**config.mk**
```make
export PLATFORM = sky130hd
export DESIGN_NAME = cpu_ctrl
export DESIGN_NICKNAME = d
export VERILOG_FILES = /design/src/rtl/cpu_ctrl.sv
export SDC_FILE = /design/constraint.sdc
export NUM_CORES = 1
export LEC_CHECK = 0
export BUFFER_PORTS_ARGS = -buffer_cell sky130_fd_sc_hd__buf_2
export CORE_ASPECT_RATIO = 0.7
export CORE_MARGIN = 1.5
export CORE_UTILIZATION = 30
export CTS_CLUSTER_SIZE = 25
export DETAILED_ROUTE_END_ITERATION = 12
export GPL_TIMING_DRIVEN = 0
export HOLD_SLACK_MARGIN = 0.12
export PLACE_DENSITY = 0.56
export SYNTH_ARGS = -nofsm -noshare
export SYNTH_HDL_FRONTEND = slang
export SYNTH_SLANG_ARGS = --single-unit
```
**constraint.sdc**
```tcl
create_clock -name clk -period 12.8 [get_ports clk]
set_clock_uncertainty 0.15 [all_clocks]
set_input_delay 3.84 -clock clk [delete_from_list [all_inputs] [get_ports clk]]
set_output_delay 3.84 -clock clk [all_outputs]
set_load 0.01 [all_outputs]
```
**src/rtl/cpu_ctrl.sv**
```systemverilog
// Multi-cycle sequencer for the NPC core: owns PC and IR, runs the fetch
// handshake, sequences execute/writeback and stops on ebreak or faults.
module cpu_ctrl #(
  parameter logic [31:0] RESET_PC = 32'h8000_0000
) (
  input  logic        clk,
  input  logic        rst,
  output logic        imem_req_valid,
  input  logic        imem_req_ready,
  output logic [31:0] imem_addr,
  input  logic        imem_rsp_valid,
  input  logic [31:0] imem_rdata,
  output logic [31:0] inst,
  input  logic [2:0]  dec_type,
  output logic        exe_start,
  input  logic        exe_done,
  input  logic [31:0] next_pc,
  output logic        rf_wen,
  output logic [31:0] pc,
  output logic [31:0] retired,
  output logic        halt,
  output logic [1:0]  halt_code
);

  typedef enum logic [2:0] {
    S_FETCH,
    S_WAIT,
    S_DECODE,
    S_EXEC,
    S_WB,
    S_HALT
  } state_t;

  localparam logic [31:0] EBREAK = 32'h0010_0073;

  state_t      state;
  state_t      state_n;
  logic [31:0] pc_q;
  logic [31:0] inst_q;
  logic [31:0] ret_q;
  logic [31:0] npc_q;
  logic [2:0]  type_q;
  logic        first_q;
  logic [1:0]  code_q;
  logic [1:0]  code_n;
  logic        ld_inst;
  logic        ld_type;
  logic        ld_npc;
  logic        commit;
  logic        wb_wen;

  always_comb begin
    state_n = state;
    code_n  = code_q;
    ld_inst = 1'b0;
    ld_type = 1'b0;
    ld_npc  = 1'b0;
    commit  = 1'b0;
    unique case (state)
      S_FETCH: begin
        if (imem_req_ready) state_n = S_WAIT;
      end
      S_WAIT: begin
        if (imem_rsp_valid) begin
          ld_inst = 1'b1;
          state_n = S_DECODE;
        end
      end
      S_DECODE: begin
        if (inst_q == EBREAK) begin
          code_n  = 2'd0;
          state_n = S_HALT;
        end else if (dec_type >= 3'd6) begin
          code_n  = 2'd1;
          state_n = S_HALT;
        end else begin
          ld_type = 1'b1;
          state_n = S_EXEC;
        end
      end
      S_EXEC: begin
        if (exe_done) begin
          ld_npc = 1'b1;
          if (next_pc[1:0] != 2'b00) begin
            code_n  = 2'd2;
            state_n = S_HALT;
          end else begin
            state_n = S_WB;
          end
        end
      end
      S_WB: begin
        commit  = 1'b1;
        state_n = S_FETCH;
      end
      S_HALT: begin
        state_n = S_HALT;
      end
      default: begin
        state_n = S_FETCH;
      end
    endcase
  end

  always_ff @(posedge clk or posedge rst) begin
    if (rst) begin
      state   <= S_FETCH;
      first_q <= 1'b0;
      code_q  <= 2'd0;
    end else begin
      state   <= state_n;
      // EXEC is only ever entered from DECODE
      first_q <= (state == S_DECODE);
      code_q  <= code_n;
    end
  end

  always_ff @(posedge clk or posedge rst) begin
    if (rst) begin
      pc_q   <= RESET_PC;
      inst_q <= '0;
      ret_q  <= '0;
      npc_q  <= RESET_PC;
      type_q <= '0;
    end else begin
      if (ld_inst) inst_q <= imem_rdata;
      if (ld_type) type_q <= dec_type;
      if (ld_npc)  npc_q  <= next_pc;
      if (commit) begin
        pc_q  <= npc_q;
        ret_q <= ret_q + 32'd1;
      end
    end
  end

  // Only R, I, U and J write a destination register
  always_comb begin
    wb_wen = 1'b0;
    unique case (type_q)
      3'd0, 3'd1, 3'd4, 3'd5: wb_wen = 1'b1;
      default:                wb_wen = 1'b0;
    endcase
  end

  assign imem_req_valid = (state == S_FETCH);
  assign imem_addr      = pc_q;
  assign inst           = inst_q;
  assign pc             = pc_q;
  assign retired        = ret_q;
  assign exe_start      = (state == S_EXEC) && first_q;
  assign rf_wen         = (state == S_WB) && wb_wen;
  assign halt           = (state == S_HALT);
  assign halt_code      = code_q;

endmodule

```
==> flow_summary_export.csv, run 1 <==
group,metric,value,unit
logic_synthesis,synth_nets,483,
floorplan,initial_core_util,31.08,%
logic_synthesis,yosys_warnings,0,
clock_network,cts.hold.buffers_added,0,
clock_network,cts_tree,"built",
clock_network,clkTransAtPathRegs,0.06,ns
power_and_ir_drop,p_leak,3.847,nW
clock_network,cts_root_buffer,"clkbuf_16",
setup_path,cp.required,8.81,ns
power_and_ir_drop,cellPowerDensity,244.8,mW/mm2
clock_network,numCtsBuffers,17,
floorplan,die_h,118.1,um
sta,setup_slack,6.771,ns
setup_path,path_cells,"or3b_1 -> buf_2 -> clkbuf_1 -> nor2_1 -> buf_2",
setup_path,cp_slowest_stage_delay,0.44,ns
logic_synthesis,syn_area_per_cell,13.85,um2
logic_synthesis,synth_seq_area_share,59.55,%
setup_path,end_kind,"output pin",
floorplan,die_x,167.4,um
sta,rsz0062_at_grt,"no",
routing,via_count,4007,
logic_synthesis,synth_cell_types,41,
setup_path,path_common_cell,"buf_2",
cells_and_area,area_delta_synth_final,35.38,%
floorplan,core,0.01826,mm2
global_route,antenna_found_initial,0,
placed_design,dpl_worst_slack,7.132,ns
placed_design,io_buffers,204,
sta,period_needed,6.029,ns
sta,setup_violations,0,
global_route,grt_pass1_wl,22.36,mm
job,drv_cap,0,
sta,min_period_over_period,47.10,%
sta,tightest_slew,0.7357,ns
cells_and_area,num-nets-final,707,
floorplan,rows,41,
floorplan,io_pins,206,
setup_path,arrival,2.04,ns
logic_synthesis,synth_top_area_share,58.63,%
clock_network,postCtsSetupRepairBufs,0,
global_route,grt_start_max_net_pins,77,
routing,wl_per_cell,15.39,um
clock_network,h-tree-depth,4,
placed_design,dp_hpwl,9.950,mm
global_route,grt_use_total,14.45,%
global_route,grt_pass1_vias,4188,
routing,drt_iter0_drc,154,
routing,vias_per_cell,4.538,
routing,first_pass_iters,7,
setup_path,start_kind,"flop",
setup_path,cp_slowest_cell,"dfrtp_1",
sta,drv_slew,0,
routing,ant_nets,0,
logic_synthesis,ys.flop_type,"dfrtp_1",
sta,fmax,165.9,MHz
logic_synthesis,yosys.area.top_type,"dfrtp_1",
sta,tns,0,ns
logic_synthesis,synthTopCellsByArea,"dfrtp_1 (59%), mux2_2 (19%), buf_4 (4.4%), xnor2_1 (3.7%), nand4_1 (1.2%)",
logic_synthesis,netlist_area,0.005677,mm2
logic_synthesis,async_reset_ff_share,100.0,%
placed_design,dpl_cell_area,0.007025,mm2
clock_network,ctsResizeCount,0,
sta,timing_hold_violations_final,0,
routing,drc,0,
clock_network,clock_path_buffers,2,
clock_network,cts_sinks,135,
global_route,grt.overflow.total,0,
cells_and_area,design_area,0.007685,mm2
setup_path,worst-path-max-fanout,10,
cells_and_area,drive_gt1_share,57.96,%
placed_design,gp_congestion,0.8328,
setup_path,critPathKind,"reg -> out",
power_and_ir_drop,total_power,0.001882,W
min_path,hold_class,"reg -> reg",
status,outcome,"completed",
logic_synthesis,synth_edf_count,0,
clock_network,insertion_delay,0.41,ns
cells_and_area,diodes,0,
logic_synthesis,netlist_instances,410,
logic_synthesis,ys_seq_elements,135,
power_and_ir_drop,ir_drop,116.0,uV
cells_and_area,nFillCells,1746,
floorplan,dieArea,0.01977,mm2
sta,maxSlewHeadroom,50.69,%
routing,drt-total-wl,13.59,mm
[final cells by class]
class / instances / area [um2] / share of cell area, %
tap: 236 / 295.3 / 3.842
clock buffer: 19 / 442.9 / 5.764
sequential: 135 / 3381 / 43.99
inverter: 5 / 23.77 / 0.3093
multi-input combinational: 224 / 1978 / 25.74
clock inverter: 13 / 216.5 / 2.817
timing repair buffer: 205 / 1049 / 13.64
buffer: 46 / 299.0 / 3.891
[layer usage]
layer	routed length, um	vias up	track usage (%)
met5	0	-	0
met4	201	0	4.730
met3	831	14	5.279
met2	6310	118	22.81
li1	-	1866	-
met1	6247	2009	18.32
[flip-flops by register name, indices dropped and copies added, names as in the netlist]
register,flops
first_q,1
halt_code,2
imem_addr,32
inst,32
npc_q,32
retired,32
state,3
type_q,1
[cell families after synthesis]
logic type	Yosys count	share of synthesized area, %
flops	135	59.55
mux	98	19.42
simple gates	82	8.949
buf+inv	51	5.599
xor+xnor	31	4.783
compound gates	12	1.477
fa+ha+maj	1	0.2204
[stage by stage]
step                      instances  util, %  hold slack, ns
after floorplan                 410        -          0.3107
after global placement          850    38.29          0.3049
after detailed placement        851    38.47          0.3232
after CTS                       883    42.08          0.3320
after global routing            883    42.08          0.3580
final                           883    42.08          0.3200
[report_power, final]
group	switching [W]	internal, W
combinational	0.000273	0.000351
sequential	0.000115	0.000598
clock	0.000191	0.000354
[cells in the final DEF, fill, tap and decap left out, drive strengths merged, types with 2 or more instances in the layout]
master,synthesis,routed
xnor2,24,24
clkbuf,11,30
bufinv,0,5
inv,5,9
nor4,7,7
nor4b,2,2
xor2,7,7
nor3,4,4
o21ai,2,2
nand3,12,12
and3,7,7
clkinvlp,0,3
nand4,11,11
mux2,97,97
nor2,9,9
o22a,2,2
nand2b,4,4
dfrtp,133,133
and4,6,6
buf,35,240
a21oi,2,2
dfstp,2,2
nand2,12,12
[critical path: cells and delay by family, from the launching register on]
kind	cells	cell delay (ns)
buffers and inverters	3	0.64
DFF	1	0.44
and+or+nand+nor	2	0.54
[cells in the mapped netlist (2+ instances only)]
library cell	count
dfrtp_1	133
mux2_2	97
buf_4	33
xnor2_1	24
nand2_1	12
nand3_1	12
clkbuf_1	11
nand4_1	11
nor2_1	9
and3_1	7
xor2_1	7
and4_1	6
nor4_1	6
inv_1	5
nand2b_1	4
nor3_1	3
a21oi_1	2
buf_2	2
dfstp_2	2
o21ai_0	2
o22a_1	2
[worst paths after layout]
path                                         start                   endpoint  slack (ns)  depth (start not counted)
max in group asynchronous                      rst  imem_addr[31]$_DFFE_PP1P_        8.36                          3
hold / removal             retired[31]$_DFFE_PP0P_    retired[31]$_DFFE_PP0P_        0.32                          1
min in group asynchronous                      rst  imem_addr[18]$_DFFE_PP0P_        3.39                          2
setup / recovery              state[0]$_DFFE_PP0P_                     rf_wen        6.77                          5
setup reg to reg              state[1]$_DFFE_PP0P_    retired[24]$_DFFE_PP0P_       10.26                          6
hold reg to reg            retired[31]$_DFFE_PP0P_    retired[31]$_DFFE_PP0P_        0.32                          1
(Power assumes the default switching activity.)
==> inputs of run 2 (changes only) <==
--- a/config.mk
+++ b/config.mk
@@ -5,6 +5,7 @@
 export SDC_FILE = /design/constraint.sdc
 export NUM_CORES = 1
 export LEC_CHECK = 0
+export ABC_AREA = 1
 export BUFFER_PORTS_ARGS = -buffer_cell sky130_fd_sc_hd__buf_2
 export CORE_ASPECT_RATIO = 0.7
 export CORE_MARGIN = 1.5
@@ -13,7 +14,7 @@
 export DETAILED_ROUTE_END_ITERATION = 12
 export GPL_TIMING_DRIVEN = 0
 export HOLD_SLACK_MARGIN = 0.12
-export PLACE_DENSITY = 0.56
+export PLACE_DENSITY = 0.57
 export SYNTH_ARGS = -nofsm -noshare
 export SYNTH_HDL_FRONTEND = slang
 export SYNTH_SLANG_ARGS = --single-unit
==> constraint.sdc (replaced) <==
create_clock -name clk -period 5 [get_ports clk]
set_clock_uncertainty 0.15 [all_clocks]
set_input_delay 1.5 -clock clk [delete_from_list [all_inputs] [get_ports clk]]
set_output_delay 1.5 -clock clk [all_outputs]
set_load 0.01 [all_outputs]
==> run 2 against run 1 <==
  * Combinational power up 140%
  * Core utilization shrank 1.6 points
  * Critical path depth rose by 1
  * Wire length rose by 17%
  * Cell count increased by 33%
  * First-iteration DRC count rose by 66%
  * Non-clock buffer count grew 6
  * Sequential power up 140%
  * Largest power group unchanged
  * Register-to-register slack got worse by 7.2 ns
  * Die area is 5.8% higher
  * Area after synthesis up 6.0%
==> flow_summary_export.csv, run 2 <==
group,metric,value,unit
floorplan,die_x,172.3,um
cells_and_area,final_common_cell,"buf_2",
clock_network,insertion_delay,0.42,ns
min_path,whs_path_depth,2,
status,outcome,"completed",
global_route,antenna_found_initial,1,
min_path,min_to,"halt_code[0]$_DFFE_PP0P_",
min_path,hold_class,"reg -> reg",
clock_network,h-tree-depth,4,
global_route,grt_pass1_wl,25.14,mm
logic_synthesis,synth_common_cells,"nand2_1 (164), dfrtp_1 (133), inv_1 (82)",
placed_design,dpl_worst_slack,1.909,ns
power_and_ir_drop,ir_drop,218.9,uV
clock_network,ctsResizeCount,0,
sta,setup_violations,0,
logic_synthesis,synth_edf_count,0,
logic_synthesis,synthTopCellsByArea,"dfrtp_1 (55%), nand2_1 (10%), inv_1 (5.1%), o21ai_0 (4.9%), buf_4 (4.1%)",
placed_design,gp_congestion,0.7897,
logic_synthesis,yosys_warnings,0,
setup_path,cp.required,3.35,ns
clock_network,cts.hold.buffers_added,0,
floorplan,die_h,121.5,um
clock_network,cts_sinks,135,
logic_synthesis,ys_seq_elements,135,
setup_path,end_kind,"output pin",
logic_synthesis,ys.flop_type,"dfrtp_1",
global_route,grt.overflow.total,0,
setup_path,start_kind,"flop",
logic_synthesis,async_reset_ff_share,100.0,%
sta,drv_slew,0,
sta,min_period_over_period,70.18,%
sta,rsz0062_at_grt,"no",
routing,drt-total-wl,15.90,mm
sta,tns,0,ns
global_route,grt_pass1_vias,4750,
routing,vias_per_cell,4.222,
cells_and_area,area_delta_synth_final,32.99,%
cells_and_area,diodes,0,
setup_path,arrival,1.86,ns
floorplan,io_pins,206,
logic_synthesis,netlist_instances,665,
power_and_ir_drop,total_power,0.004432,W
cells_and_area,layout_common_cells,"buf_2 (216), nand2_1 (164), dfrtp_1 (133)",
logic_synthesis,syn_area_per_cell,9.046,um2
clock_network,cts_tree,"built",
clock_network,numCtsBuffers,17,
setup_path,critPathKind,"reg -> out",
setup_path,r2r-start,"state[0]$_DFFE_PP0P_",
routing,drt_iter0_drc,256,
sta,maxSlewHeadroom,48.99,%
setup_path,worst-path-max-fanout,10,
cells_and_area,nFillCells,2041,
cells_and_area,final_core_util,40.52,%
global_route,grt_start_max_net_pins,38,
global_route,grt_use_total,15.90,%
clock_network,cts_root_buffer,"clkbuf_16",
routing,ant_nets,0,
sta,fmax,285.0,MHz
power_and_ir_drop,cellPowerDensity,554.0,mW/mm2
routing,drc,0,
cells_and_area,num-nets-final,964,
clock_network,clkTransAtPathRegs,0.05,ns
min_path,hold_path_startpoint,"halt_code[0]$_DFFE_PP0P_",
logic_synthesis,netlist_area,0.006016,mm2
job,drv_cap,0,
logic_synthesis,synth_top_area_share,55.32,%
floorplan,dieArea,0.02092,mm2
logic_synthesis,yosys.area.top_type,"dfrtp_1",
power_and_ir_drop,p_leak,4.325,nW
cells_and_area,drive_gt1_share,35.07,%
setup_path,reg2reg_depth,8,
floorplan,rows,43,
placed_design,dp_hpwl,11.89,mm
routing,via_count,4957,
sta,setup_slack,1.491,ns
logic_synthesis,synth_seq_area_share,56.20,%
setup_path,r2r_end,"retired[30]$_DFFE_PP0P_",
setup_path,r2r_slack,3.11,ns
floorplan,initial_core_util,30.47,%
logic_synthesis,synth_nets,738,
clock_network,clock_path_buffers,2,
logic_synthesis,synth_cell_types,34,
routing,wl_per_cell,13.55,um
clock_network,postCtsSetupRepairBufs,0,
sta,timing_hold_violations_final,0,
logic_synthesis,synthMostInstantiatedCell,"nand2_1",
placed_design,io_buffers,204,
floorplan,core,0.01975,mm2
sta,period_needed,3.509,ns
routing,first_pass_iters,4,
sta,tightest_slew,0.7635,ns
==> run 2: cell types whose count changed after synthesis, sizes merged, moves of 17 or more <==
cell | before | now
inv | 5 | 86
nor2 | 9 | 62
o21ai | 2 | 62
a21oi | 2 | 24
nand2 | 12 | 168
xnor2 | 24 | 7
mux2 | 97 | 10
==> run 2: cells by family (layout without fill, tap and decap cells) <==
kind of cell             after synthesis  after routing  synth area share, %
multiplexers                          10             10                1.872
AND/OR/NAND/NOR                      274            274                20.32
adder cells (fa/ha/maj)                1              1               0.2080
XOR/XNOR                              22             22                3.203
buffers and inverters                136            375                10.92
AO/OA/AOI/OAI                         87             87                7.280
flip-flops                           135            135                56.20
==> run 2: worst max-delay path by stage <==
stage | startpoint | cells after the start | end
2_1_floorplan | rst | 1 | first_q$_DFF_PP0_
3_3_place_gp | rst | 2 | retired[6]$_DFFE_PP0P_
3_5_place_dp | state[0]$_DFFE_PP0P_ | 6 | rf_wen
4_1_cts | state[0]$_DFFE_PP0P_ | 6 | rf_wen
5_1_grt | state[0]$_DFFE_PP0P_ | 6 | rf_wen
6_report | state[0]$_DFFE_PP0P_ | 6 | rf_wen
==> run 2: through the flow <==
step	cell area, um2	std cells	hold slack, ns
floorplan	6020	665	0.2922
finish	8000	1174	0.3097
global route	8000	1174	0.3278
global placement	7378	1139	0.3029
detailed placement	7438	1142	0.3047
CTS	8000	1174	0.3170
==> run 2: worst max-delay path, stage by stage (launching register included) <==
cell     delay, ns
dfrtp_1       0.42
nor2_2        0.16
nand2_2       0.14
buf_2         0.23
buf_2         0.21
nor2_1        0.13
buf_2         0.15
==> run 2: final cells by class <==
class	count	area [um2]	area share, %
plain buffers	50	334.1	4.176
clock buffers	19	442.9	5.536
clock inverters	13	118.9	1.486
inverters	86	326.6	4.082
multi-input cells	394	1978	24.73
flip-flops and latches	135	3381	42.26
well taps	270	337.8	4.223
repair buffers	207	1081	13.51
==> run 2: layer usage <==
layer	track usage, %	share of wire [%]	up-vias
met5	0	0.082	-
met4	4.130	0.75	2
met3	5.545	7.7	13
met2	22.96	41	170
met1	22.47	51	2261
li1	-	-	2511
==> run 2: power breakdown <==
group / total, W / leakage (nW) / switching, W / internal (W)
clock network: 0.00121 / 0.278 / 0.000508 / 0.000702
registers: 0.00173 / 1.68 / 0.000235 / 0.00150
logic: 0.00149 / 2.37 / 0.000822 / 0.000666
total: 0.00443 / 4.33 / 0.00156 / 0.00287
